## src/rtl/sort_pkg.sv

```systemverilog
`default_nettype none
// ============================================================================
//  Module   : sort_pkg
//  Purpose  : Shared types, default widths and ordering helper for the
//             sort sequencer and its compare-swap unit.
//  Revision : 1.0  initial release
// ============================================================================
package sort_pkg;

    typedef enum logic [1:0] {
        IDLE = 2'd0,
        SORT = 2'd1,
        DONE = 2'd2
    } state_e;

    // Widths for the default 8-entry buffer; the top recomputes them from its
    // own DEPTH so non-default instances stay consistent.
    localparam int DEPTH_DEFAULT = 8;
    localparam int IDXW          = $clog2(DEPTH_DEFAULT);
    localparam int PCW           = $clog2(DEPTH_DEFAULT) + 1;

    // True when a may stay ahead of b. Ties count as in order, which keeps
    // equal entries from ever being swapped.
    function automatic logic in_order(input logic [31:0] a,
                                      input logic [31:0] b,
                                      input logic        descend);
        return descend ? (a >= b) : (a <= b);
    endfunction

endpackage
`default_nettype wire

```

## src/rtl/sort_cmp_swap.sv

```systemverilog
`default_nettype none
// ============================================================================
//  Module   : sort_cmp_swap
//  Purpose  : Combinational compare-swap of one adjacent pair. lo/hi are the
//             values to write back into the lower/upper slot of the pair.
//  Revision : 1.0  initial release
// ============================================================================
module sort_cmp_swap
    import sort_pkg::*;
#(
    parameter int BITWIDTH = 3,
    parameter bit DESCEND  = 1'b0
) (
    input  logic [BITWIDTH-1:0] a,
    input  logic [BITWIDTH-1:0] b,
    output logic [BITWIDTH-1:0] lo,
    output logic [BITWIDTH-1:0] hi,
    output logic                swap
);

    assign swap = !in_order(32'(a), 32'(b), DESCEND);
    assign lo   = swap ? b : a;
    assign hi   = swap ? a : b;

endmodule
`default_nettype wire

```

## src/rtl/sort_sequencer.sv

```systemverilog
`default_nettype none
// ============================================================================
//  Module   : sort_sequencer
//  Purpose  : Serial-load sort buffer with a time-multiplexed bubble sort.
//             One shared compare-swap unit handles one adjacent pair per
//             cycle; a pass without swaps ends the sort early.
//  Revision : 1.0  initial release
// ============================================================================
module sort_sequencer
    import sort_pkg::*;
#(
    parameter int BITWIDTH = 3,
    parameter int DEPTH    = 8,
    parameter bit DESCEND  = 1'b0
) (
    input  logic                        clk,
    input  logic                        reset,
    input  logic                        din_valid,
    input  logic [BITWIDTH-1:0]         din,
    output logic                        din_ready,
    input  logic                        start,
    output logic                        busy,
    output logic                        done,
    output logic [DEPTH*BITWIDTH-1:0]   dout,
    output logic [$clog2(DEPTH):0]      pass_count
);

    localparam int J_W    = $clog2(DEPTH);
    localparam int PASS_W = J_W + 1;
    localparam logic [J_W-1:0] ONE        = J_W'(1);
    localparam logic [J_W-1:0] LIMIT_INIT = J_W'(DEPTH - 1);

    state_e                      state_q, state_d;
    logic [BITWIDTH-1:0]         mem_q [DEPTH];
    logic [BITWIDTH-1:0]         mem_d [DEPTH];
    logic [J_W-1:0]              j_q, j_d;
    logic [J_W-1:0]              limit_q, limit_d;
    logic                        swapped_q, swapped_d;
    logic [PASS_W-1:0]           passes_q, passes_d;
    logic [PASS_W-1:0]           pass_count_q, pass_count_d;
    logic [DEPTH*BITWIDTH-1:0]   dout_q, dout_d;

    logic [BITWIDTH-1:0]         cmp_a, cmp_b, cmp_lo, cmp_hi;
    logic                        cmp_swap;

    // The single compare-swap unit always looks at the pair selected by j.
    assign cmp_a = mem_q[j_q];
    assign cmp_b = mem_q[j_q + ONE];

    sort_cmp_swap #(
        .BITWIDTH (BITWIDTH),
        .DESCEND  (DESCEND)
    ) u_cmp (
        .a    (cmp_a),
        .b    (cmp_b),
        .lo   (cmp_lo),
        .hi   (cmp_hi),
        .swap (cmp_swap)
    );

    // Next-state, counter and buffer write-back logic.
    always_comb begin
        state_d      = state_q;
        mem_d        = mem_q;
        j_d          = j_q;
        limit_d      = limit_q;
        swapped_d    = swapped_q;
        passes_d     = passes_q;
        pass_count_d = pass_count_q;
        dout_d       = dout_q;

        case (state_q)
            IDLE: begin
                // Shift before a same-cycle start so that word is sorted too.
                if (din_valid) begin
                    for (int i = DEPTH - 1; i > 0; i--) begin
                        mem_d[i] = mem_q[i-1];
                    end
                    mem_d[0] = din;
                end
                if (start) begin
                    state_d   = SORT;
                    j_d       = '0;
                    limit_d   = LIMIT_INIT;
                    swapped_d = 1'b0;
                    passes_d  = '0;
                end
            end
            SORT: begin
                if (cmp_swap) begin
                    mem_d[j_q]       = cmp_lo;
                    mem_d[j_q + ONE] = cmp_hi;
                end
                if (j_q == limit_q - ONE) begin
                    passes_d = passes_q + PASS_W'(1);
                    if (!(swapped_q || cmp_swap) || (limit_q == ONE)) begin
                        state_d = DONE;
                    end else begin
                        limit_d   = limit_q - ONE;
                        j_d       = '0;
                        swapped_d = 1'b0;
                    end
                end else begin
                    j_d       = j_q + ONE;
                    swapped_d = swapped_q || cmp_swap;
                end
            end
            DONE: begin
                for (int i = 0; i < DEPTH; i++) begin
                    dout_d[i*BITWIDTH +: BITWIDTH] = mem_q[i];
                end
                pass_count_d = passes_q;
                state_d      = IDLE;
            end
            default: state_d = IDLE;
        endcase
    end

    // State register; reset clears the buffer and the published result.
    always_ff @(posedge clk or posedge reset) begin
        if (reset) begin
            state_q      <= IDLE;
            for (int i = 0; i < DEPTH; i++) begin
                mem_q[i] <= '0;
            end
            j_q          <= '0;
            limit_q      <= LIMIT_INIT;
            swapped_q    <= 1'b0;
            passes_q     <= '0;
            pass_count_q <= '0;
            dout_q       <= '0;
        end else begin
            state_q      <= state_d;
            mem_q        <= mem_d;
            j_q          <= j_d;
            limit_q      <= limit_d;
            swapped_q    <= swapped_d;
            passes_q     <= passes_d;
            pass_count_q <= pass_count_d;
            dout_q       <= dout_d;
        end
    end

    assign din_ready  = (state_q == IDLE);
    assign busy       = (state_q == SORT);
    assign done       = (state_q == DONE);
    assign dout       = dout_q;
    assign pass_count = pass_count_q;

endmodule
`default_nettype wire

```

## config.mk

```make
export PLATFORM = sky130hd
export DESIGN_NAME = sort_sequencer
export DESIGN_NICKNAME = d
export VERILOG_FILES = /design/src/rtl/sort_pkg.sv /design/src/rtl/sort_cmp_swap.sv /design/src/rtl/sort_sequencer.sv
export SDC_FILE = /design/constraint.sdc
export NUM_CORES = 1
export LEC_CHECK = 0
export BUFFER_PORTS_ARGS = -buffer_cell sky130_fd_sc_hd__buf_2
export CORE_MARGIN = 2
export CORE_UTILIZATION = 60
export CTS_CLUSTER_SIZE = 10
export DETAILED_ROUTE_END_ITERATION = 12
export GPL_ROUTABILITY_DRIVEN = 0
export PLACE_DENSITY = 0.8
export SLEW_MARGIN = 0
export SYNTH_ARGS = -nofsm -noshare
export SYNTH_HDL_FRONTEND = slang
export SYNTH_HIERARCHICAL = 1
export SYNTH_SLANG_ARGS = --single-unit
```

## constraint.sdc

```tcl
create_clock -name clk -period 8.4 [get_ports clk]
set_clock_uncertainty 0.05 [all_clocks]
set_input_delay 0.84 -clock clk [delete_from_list [all_inputs] [get_ports clk]]
set_output_delay 0.84 -clock clk [all_outputs]
set_load 0.005 [all_outputs]
```

==> flow_summary_export.csv, run 1 <==
group,metric,value,unit
die,fp.coreArea,6790,um2
yosys,syn_nets,432,
critical_path,crit_cells,13,
critical_path,crit_path_start_kind,"register",
timing,hold_viol,0,
critical_path,critPathCapture,"mem_q[10]",
critical_path,critPathSlowestCell,"dfrtp_1",
clock_network,post-cts-setup-buffer-count,0,
yosys,synth_edf_count,0,
clock_network,clkLatencyLatePin,350,ps
clock_network,cts_max_path_buffers,2,
timing,tns,0,ps
timing,tightest_slew,1380,ps
yosys,yosys_warnings,6,
global_route,grt_pass1_vias,3230,
clock_network,cts_tree,"yes",
timing,fin_crit,5620,ps
route,routed_wl,9800,um
final_layout,antenna_cells,0,
critical_path,reg2reg_depth,13,
yosys,synth_cell_type_count,51,
critical_path,critical_path.endpoint_type,"register",
min_path,hp-class,"register to register",
critical_path,crit_type,"register to register",
timing,max_freq,178,MHz
clock_network,clk_pin_slew,70,ps
yosys,syn_inst,418,
global_route,grt_max_degree,66,
die,rows,30,
route,ant_nets,0,
route,drc,0,
die,initial_core_util,0.619,
critical_path,r2r_setup_slack,2780,ps
place,io_buffer_count,37,
yosys,synthesis.area,4200,um2
yosys,ys_seq_area_frac,0.388,
die,die_area,7690,um2
clock_network,cts_buffers,9,
global_route,antenna_found_initial,0,
timing,maxSlewViolCount,0,
critical_path,critPathLaunch,"j_q[0]",
die,die_w,87.7,um
final_layout,layout_commonest_cell,"dfrtp_1",
global_route,grt_pass1_wl,16000,um
clock_network,cts_hold_buf,0,
critical_path,crit_fanout,30,
run_status,status,"finished clean",
clock_network,htree_num_levels,3,
yosys,ys_seq_elements,65,
timing,setup_violations,0,
clock_network,root_buffer,"clkbuf_8",
yosys,async_flop_share,1.00,
global_route,grtUsageTotal,0.271,
critical_path,r2r-end,"mem_q[10]",
critical_path,cp_cell_sequence,"ha_1, xor2_1, nand2_1, nand2_1, inv_1, ha_1, nor2b_1, o21ai_0, a21oi_1, mux2i_1, nor2_1, o21ai_0, mux2_2",
min_path,hold_start,"pass_count[2]",
critical_path,slowest_delay,1000,ps
yosys,netlist_top_cells_area,"dfrtp_1 37%, mux2_2 15%, a32oi_1 5.4%, o21ai_0 3.9%, nand2_1 3.6%",
critical_path,required,8580,ps
final_layout,layout.cells.most_common_list,"62 x dfrtp_1, 55 x mux2_2, 40 x nand2_1",
clock_network,clock-sinks,65,
route,firstDrtPassIters,5,
die,ioPinCount,38,
yosys,synth.top_cell.area_share,0.369,
route,drt_iter0_markers,404,
clock_network,cts_resized,0,
place,dpl.hpwl,6490,um
critical_path,r2r-start,"j_q[0]",
timing,rsz0062_at_grt,"false",
timing,finalCritPeriodShare,0.668,
final_layout,syn_to_final_growth,9.53,%
global_route,gr-total-overflow,0,
yosys,synth_top_cell_by_area,"dfrtp_1",
critical_path,cp_num_buf_inv,1,
final_layout,drive_gt1_frac,0.287,
route,vias_per_cell,6.49,
yosys,syn_area_per_cell,10.1,um2
final_layout,fin_nets,444,
route,wl_per_cell,18.5,um
die,die_h,87.7,um
run,maxCapViolCount,0,
timing,slew_headroom,0.0778,
yosys,synth_flop_cell,"dfrtp_1",
route,vias,3445,
critical_path,critical_path.top_delay_family,"simple AND/OR/NAND/NOR gates",
critical_path,cp.arrival,5790,ps
how the worst min path moves through the flow:
| stage | slack, ps | cells after the start | endpoint |
|---|---|---|---|
| after detailed placement | 440 | 1 | dout[11] |
| final | 450 | 1 | pass_count[2] |
| after floorplan | 430 | 2 | passes_q[3] |
| after global placement | 430 | 1 | dout[2] |
| after CTS | 450 | 1 | pass_count[2] |
| after global routing | 470 | 1 | dout[23] |
Yosys cell counts, types with 8 or more instances:
master and instances:
nand2_1 40, buf_1 8, nor2_1 17, buf_2 8, a32oi_1 26, inv_1 13
mux2i_1 9, dfrtp_1 62, clkbuf_1 19, mux2_2 55, nand2b_1 9, nand3b_1 8
o21ai_0 33
sequential cells by signal, summed over array words and instances, names as in the netlist:
name        flops
passes_q        4
pass_count      4
limit_q         3
state_q         2
j_q             3
swapped_q       1
mem_q          24
dout           24
layer usage:
layer | track usage | share of wire | wire, um
met1 | 0.387 | 0.44 | 4280
met2 | 0.404 | 0.46 | 4550
met3 | 0.0547 | 0.072 | 708
met4 | 0.116 | 0.026 | 259
met5 | 0 | 0 | 0
through the flow:
stage | setup WS, ps | utilization | hold WS (ps) | std cells | cell area (um2)
floorplan | 4500 | - | 431 | 418 | 4200
CTS | 2960 | 0.678 | 454 | 531 | 4600
detailed placement | 3060 | 0.642 | 438 | 515 | 4360
global route | 2440 | 0.678 | 471 | 531 | 4600
global placement | 3210 | 0.642 | 433 | 515 | 4360
finish | 2780 | 0.678 | 453 | 531 | 4600
final cells by class:
type                            count  area (um2)
Tap cell                           96         120
Timing Repair Buffer               40         208
Clock inverter                      5         103
Inverter                           13        48.8
Fill cell                         504        2190
Clock buffer                       11         141
Multi-Input combinational cell    301        2350
Sequential cell                    65        1630
logic make-up after synthesis:
logic type               count (synthesis)  synth area share
adder cells (fa/ha/maj)                  7            0.0208
AND/OR/NAND/NOR                        112             0.143
multiplexers                            70             0.201
buffers and inverters                   52            0.0530
XOR/XNOR                                 5            0.0140
flip-flops                              65             0.388
AO/OA/AOI/OAI                          107             0.180
Power of run 1 is not shown: default switching activity piles up to over one toggle a cycle in this logic, so the estimate is an artifact.
==> run 2: changes to the inputs <==
--- a/config.mk
+++ b/config.mk
@@ -5,6 +5,7 @@
 export SDC_FILE = /design/constraint.sdc
 export NUM_CORES = 1
 export LEC_CHECK = 0
+export ABC_AREA = 1
 export BUFFER_PORTS_ARGS = -buffer_cell sky130_fd_sc_hd__buf_2
 export CORE_MARGIN = 2
 export CORE_UTILIZATION = 60
==> constraint.sdc (replaced) <==
create_clock -name clk -period 5.2 [get_ports clk]
set_clock_uncertainty 0.05 [all_clocks]
set_input_delay 0.52 -clock clk [delete_from_list [all_inputs] [get_ports clk]]
set_output_delay 0.52 -clock clk [all_outputs]
set_load 0.005 [all_outputs]
==> flow_summary_export.csv, run 2 <==
group,metric,value,unit
die,initial_core_util,0.612,
timing,maxSlewViolCount,0,
timing,setup_violations,0,
global_route,grt_pass1_wl,17400,um
critical_path,critical_path.top_delay_family,"simple AND/OR/NAND/NOR gates",
critical_path,slowest_delay,590,ps
critical_path,cp_num_buf_inv,3,
final_layout,fillCellCount,601,
timing,finalCritPeriodShare,0.723,
yosys,syn_nets,602,
critical_path,crit_type,"register to register",
route,ant_nets,0,
critical_path,r2r-start,"j_q[1]",
route,firstDrtPassIters,6,
final_layout,fin_nets,631,
yosys,synthesis.area,4090,um2
clock_network,htree_num_levels,3,
final_layout,multi_input_area,2070,um2
die,die_w,86.6,um
clock_network,cts_max_path_buffers,2,
die,fp.coreArea,6680,um2
global_route,grt_max_degree,66,
clock_network,cts_buffers,9,
timing,fin_crit,3760,ps
yosys,synth_edf_count,0,
place,io_buffer_count,37,
yosys,synth.top_cell.area_share,0.379,
run,maxCapViolCount,0,
yosys,synth_cell_type_count,37,
clock_network,cts_resized,0,
timing,slew_headroom,0.470,
place,dpl.hpwl,7350,um
route,routed_wl,10400,um
clock_network,clock-sinks,65,
yosys,synth_flop_cell,"dfrtp_1",
timing,hold_slack,333,ps
yosys,yosys_warnings,6,
global_route,grt_pass1_vias,3672,
min_path,hp-class,"input pin to asynchronous set/reset pin",
yosys,ys_seq_area_frac,0.399,
timing,tightest_slew,795,ps
critical_path,crit_fanout,19,
critical_path,crit_top_cell,"nand2_1",
clock_network,clk_pin_slew,80,ps
final_layout,layout_commonest_cell,"nand2_1",
clock_network,root_buffer,"clkbuf_8",
clock_network,post-cts-setup-buffer-count,0,
yosys,synth_top_cell_by_area,"dfrtp_1",
die,die_h,86.6,um
place,dpl_cell_area,4280,um2
final_layout,register_area,1630,um2
critical_path,critical_path.endpoint_type,"register",
die,rows,30,
place,place_inst,686,
global_route,grtUsageTotal,0.295,
global_route,gr-total-overflow,0,
clock_network,cts_hold_buf,0,
run_status,status,"finished clean",
route,drt_iter0_markers,451,
final_layout,layout.cells.most_common_list,"205 x nand2_1, 62 x dfrtp_1, 50 x inv_1",
route,wl_per_cell,14.8,um
yosys,syn_area_per_cell,6.95,um2
critical_path,cp.arrival,3990,ps
final_layout,antenna_cells,0,
critical_path,cp_cell_sequence,"ha_1, inv_2, nand2_1, a21oi_1, or2_1, inv_1, ha_1, a21oi_2, nand2_4, nand2_4, nand2_1, nand2_1, inv_1, nor2_1, nor2_1, o21ai_0, nand2_1, o21ai_1",
yosys,async_flop_share,1.00,
timing,hold_viol,0,
timing,max_freq,266,MHz
critical_path,required,5430,ps
yosys,synth_most_common_cell,"nand2_1",
clock_network,cts_tree,"yes",
final_layout,drive_gt1_frac,0.159,
yosys,synthTopCellsByCount,"205 x nand2_1, 62 x dfrtp_1, 51 x inv_1, 49 x nand3_1, 46 x o21ai_0",
timing,rsz0062_at_grt,"false",
route,vias_per_cell,5.69,
critical_path,critPathSlowestCell,"dfrtp_1",
final_layout,design_area,4510,um2
route,drc,0,
clock_network,clkLatencyLatePin,350,ps
timing,tns,0,ps
yosys,netlist_top_cells_area,"dfrtp_1 38%, nand2_1 19%, nand3_1 6.0%, o21ai_0 5.6%, inv_1 4.7%",
final_layout,syn_to_final_growth,10.3,%
yosys,syn_inst,588,
die,die_area,7490,um2
critical_path,crit_path_start_kind,"register",
route,vias,3994,
final_layout,final_cell_count_no_fill,702,
die,ioPinCount,38,
global_route,antenna_found_initial,0,
critical_path,critPathLaunch,"j_q[1]",
yosys,ys_seq_elements,65,
[run 2: cell types whose count changed in the layout (fill, tap and decap cells not counted), moves of 10 or more]
cell / before / now
inv_2: 1 / 16
a32oi_1: 26 / 0
o22ai_1: 0 / 10
nand3_1: 3 / 49
o21ai_1: 3 / 16
inv_1: 12 / 50
o21ai_0: 33 / 46
mux2_2: 55 / 0
nand2_1: 40 / 205
nand4_1: 0 / 11
nor2_1: 17 / 31
[run 2: layout make-up]
class | instances | share of cell area
multi-input combinational | 428 | 0.458
clock buffer | 10 | 0.0305
timing repair buffer | 40 | 0.0461
clock inverter | 6 | 0.0200
inverter | 73 | 0.0613
tap | 80 | 0.0222
sequential | 65 | 0.362
[run 2: metal layers]
metal	routed length (um)	track usage	vias to the layer above
li1	-	-	1951
met4	274	0.116	0
met1	4530	0.405	1796
met5	0	0	-
met3	1030	0.0714	32
met2	4560	0.450	215
[run 2: through the flow]
stage	utilization	worst slack, ps
after floorplan	-	2150
after global placement	0.641	1610
after detailed placement	0.641	1540
after CTS	0.675	1510
after global routing	0.675	1150
final	0.675	1440
[run 2: worst paths after layout]
check / endpoint / slack, ps / cells past startpoint
worst min-delay path: pass_count[2] / 330 / 3
worst max-delay path: mem_q[11] / 1440 / 18
min in group clk: limit_q[1] / 420 / 2
worst min register to register: limit_q[1] / 420 / 2
max in group asynchronous: mem_q[1] / 4230 / 3
worst max register to register: mem_q[11] / 1440 / 18
[run 2: cell families after synthesis]
| kind of cell | share of synthesized area |
|---|---|
| buffers and inverters | 0.0958 |
| xor gates and xnor gates | 0.00214 |
| DFF | 0.399 |
| and+or+nand+nor | 0.341 |
| AOI/OAI and AO/OA | 0.140 |
| adders and majority gates | 0.0214 |
[run 2: worst register-to-register path, cell delays in order (launching register included)]
cell,delay (ps)
dfrtp_1,590
ha_1,480
inv_2,340
nand2_1,100
a21oi_1,180
or2_1,190
inv_1,60
ha_1,330
a21oi_2,220
nand2_4,110
nand2_4,110
nand2_1,60
nand2_1,200
inv_1,170
nor2_1,140
nor2_1,50
o21ai_0,120
nand2_1,70
o21ai_1,120
Power of run 2 is left out for the same reason.
==> run 3: changes to the inputs <==
==> constraint.sdc (replaced) <==
create_clock -name clk -period 3.6 [get_ports clk]
set_clock_uncertainty 0.05 [all_clocks]
set_input_delay 0.36 -clock clk [delete_from_list [all_inputs] [get_ports clk]]
set_output_delay 0.36 -clock clk [all_outputs]
set_load 0.005 [all_outputs]
==> flow_summary_export.csv, run 3 (synthesis gave the netlist of run 2 again) <==
group,metric,value,unit
clock_network,clkLatencyLatePin,350,ps
clock_network,cts_hold_buf,0,
route,wl_per_cell,14.8,um
route,vias_per_cell,5.78,
global_route,grt_pass1_vias,3802,
timing,finalCritPeriodShare,0.922,
clock_network,clock-sinks,65,
critical_path,crit_fanout,18,
timing,hold_viol,0,
die,die_area,7490,um2
clock_network,htree_num_levels,3,
clock_network,root_buffer,"clkbuf_8",
critical_path,slowest_delay,610,ps
timing,slew_headroom,0.188,
final_layout,drive_gt1_frac,0.162,
place,dpl.hpwl,7580,um
route,firstDrtPassIters,5,
clock_network,cts_resized,0,
die,die_h,86.6,um
timing,tightest_slew,1220,ps
global_route,grtUsageTotal,0.297,
critical_path,critical_path.endpoint_type,"register",
final_layout,layout.cells.most_common_list,"205 x nand2_1, 62 x dfrtp_1, 50 x inv_1",
run_status,status,"finished clean",
critical_path,cp_num_buf_inv,6,
timing,tns,0,ps
timing,fin_crit,3320,ps
critical_path,crit_top_cell,"inv_2",
clock_network,cts_max_path_buffers,2,
route,drc,0,
global_route,grt_max_degree,53,
die,initial_core_util,0.612,
clock_network,post-cts-setup-buffer-count,0,
timing,maxSlewViolCount,0,
critical_path,critical_path.top_delay_family,"simple AND/OR/NAND/NOR gates",
critical_path,crit_type,"register to register",
die,ioPinCount,38,
clock_network,cts_tree,"yes",
route,ant_nets,0,
global_route,grt_pass1_wl,17600,um
timing,setup_violations,0,
global_route,antenna_found_initial,0,
die,rows,30,
final_layout,syn_to_final_growth,9.76,%
critical_path,critPathSlowestCell,"dfrtp_1",
final_layout,fin_nets,634,
timing,rsz0062_at_grt,"false",
critical_path,crit_path_start_kind,"register",
run,maxCapViolCount,0,
critical_path,cp.arrival,3500,ps
clock_network,cts_buffers,9,
place,io_buffer_count,37,
route,vias,4070,
clock_network,clk_pin_slew,70,ps
final_layout,layout_commonest_cell,"nand2_1",
die,fp.coreArea,6680,um2
critical_path,cp_cell_sequence,"nand2_1, nand2_4, inv_2, a21oi_1, or2_1, inv_1, ha_1, nand3_2, nand2_4, nand2_4, inv_2, inv_1, o21ai_2, inv_2, a21oi_2, inv_2, nand2_1, nand2_1",
route,routed_wl,10400,um
critical_path,required,3780,ps
global_route,gr-total-overflow,0,
die,die_w,86.6,um
final_layout,antenna_cells,0,
route,drt_iter0_markers,443,
timing,max_freq,301,MHz
min_path,hp-class,"input pin to asynchronous set/reset pin",
[run 3: cell type report]
cell class                      instances  area, um2
Timing Repair Buffer                   43        230
Multi-Input combinational cell        428       2070
Clock inverter                          6       60.1
Fill cell                             605       2190
Inverter                               73        277
Sequential cell                        65       1630
Clock buffer                            9        124
Tap cell                               80        100
[run 3: routing by layer]
metal  vias to the layer above  track usage  wire length (um)
met5                         -            0                 0
met4                         0        0.111               300
met3                        38       0.0724               935
met2                       197        0.455              4660
met1                      1877        0.409              4530
li1                       1958            -                 -
[run 3: per-stage QoR]
stage,area (um2),util,cells,hold WS [ps],worst slack [ps]
after detailed placement,4300,0.644,689,408,377
final,4490,0.672,704,104,282
after CTS,4490,0.672,704,130,346
after floorplan,4090,-,588,393,553
after global placement,4300,0.644,689,398,518
after global routing,4490,0.672,704,188,38.4
[run 3: path summary, 6_finish.rpt]
kind | from | to | slack [ps] | cells past startpoint
max in group asynchronous | reset | mem_q[7] | 2550 | 3
setup reg to reg | j_q[2] | mem_q[1] | 280 | 18
min in group clk | din[0] | mem_q[21] | 300 | 5
setup / recovery | j_q[2] | mem_q[1] | 280 | 18
hold / removal | reset | pass_count[3] | 100 | 2
hold reg to reg | limit_q[1] | limit_q[1] | 420 | 2
Power of run 3 is left out for the same reason.
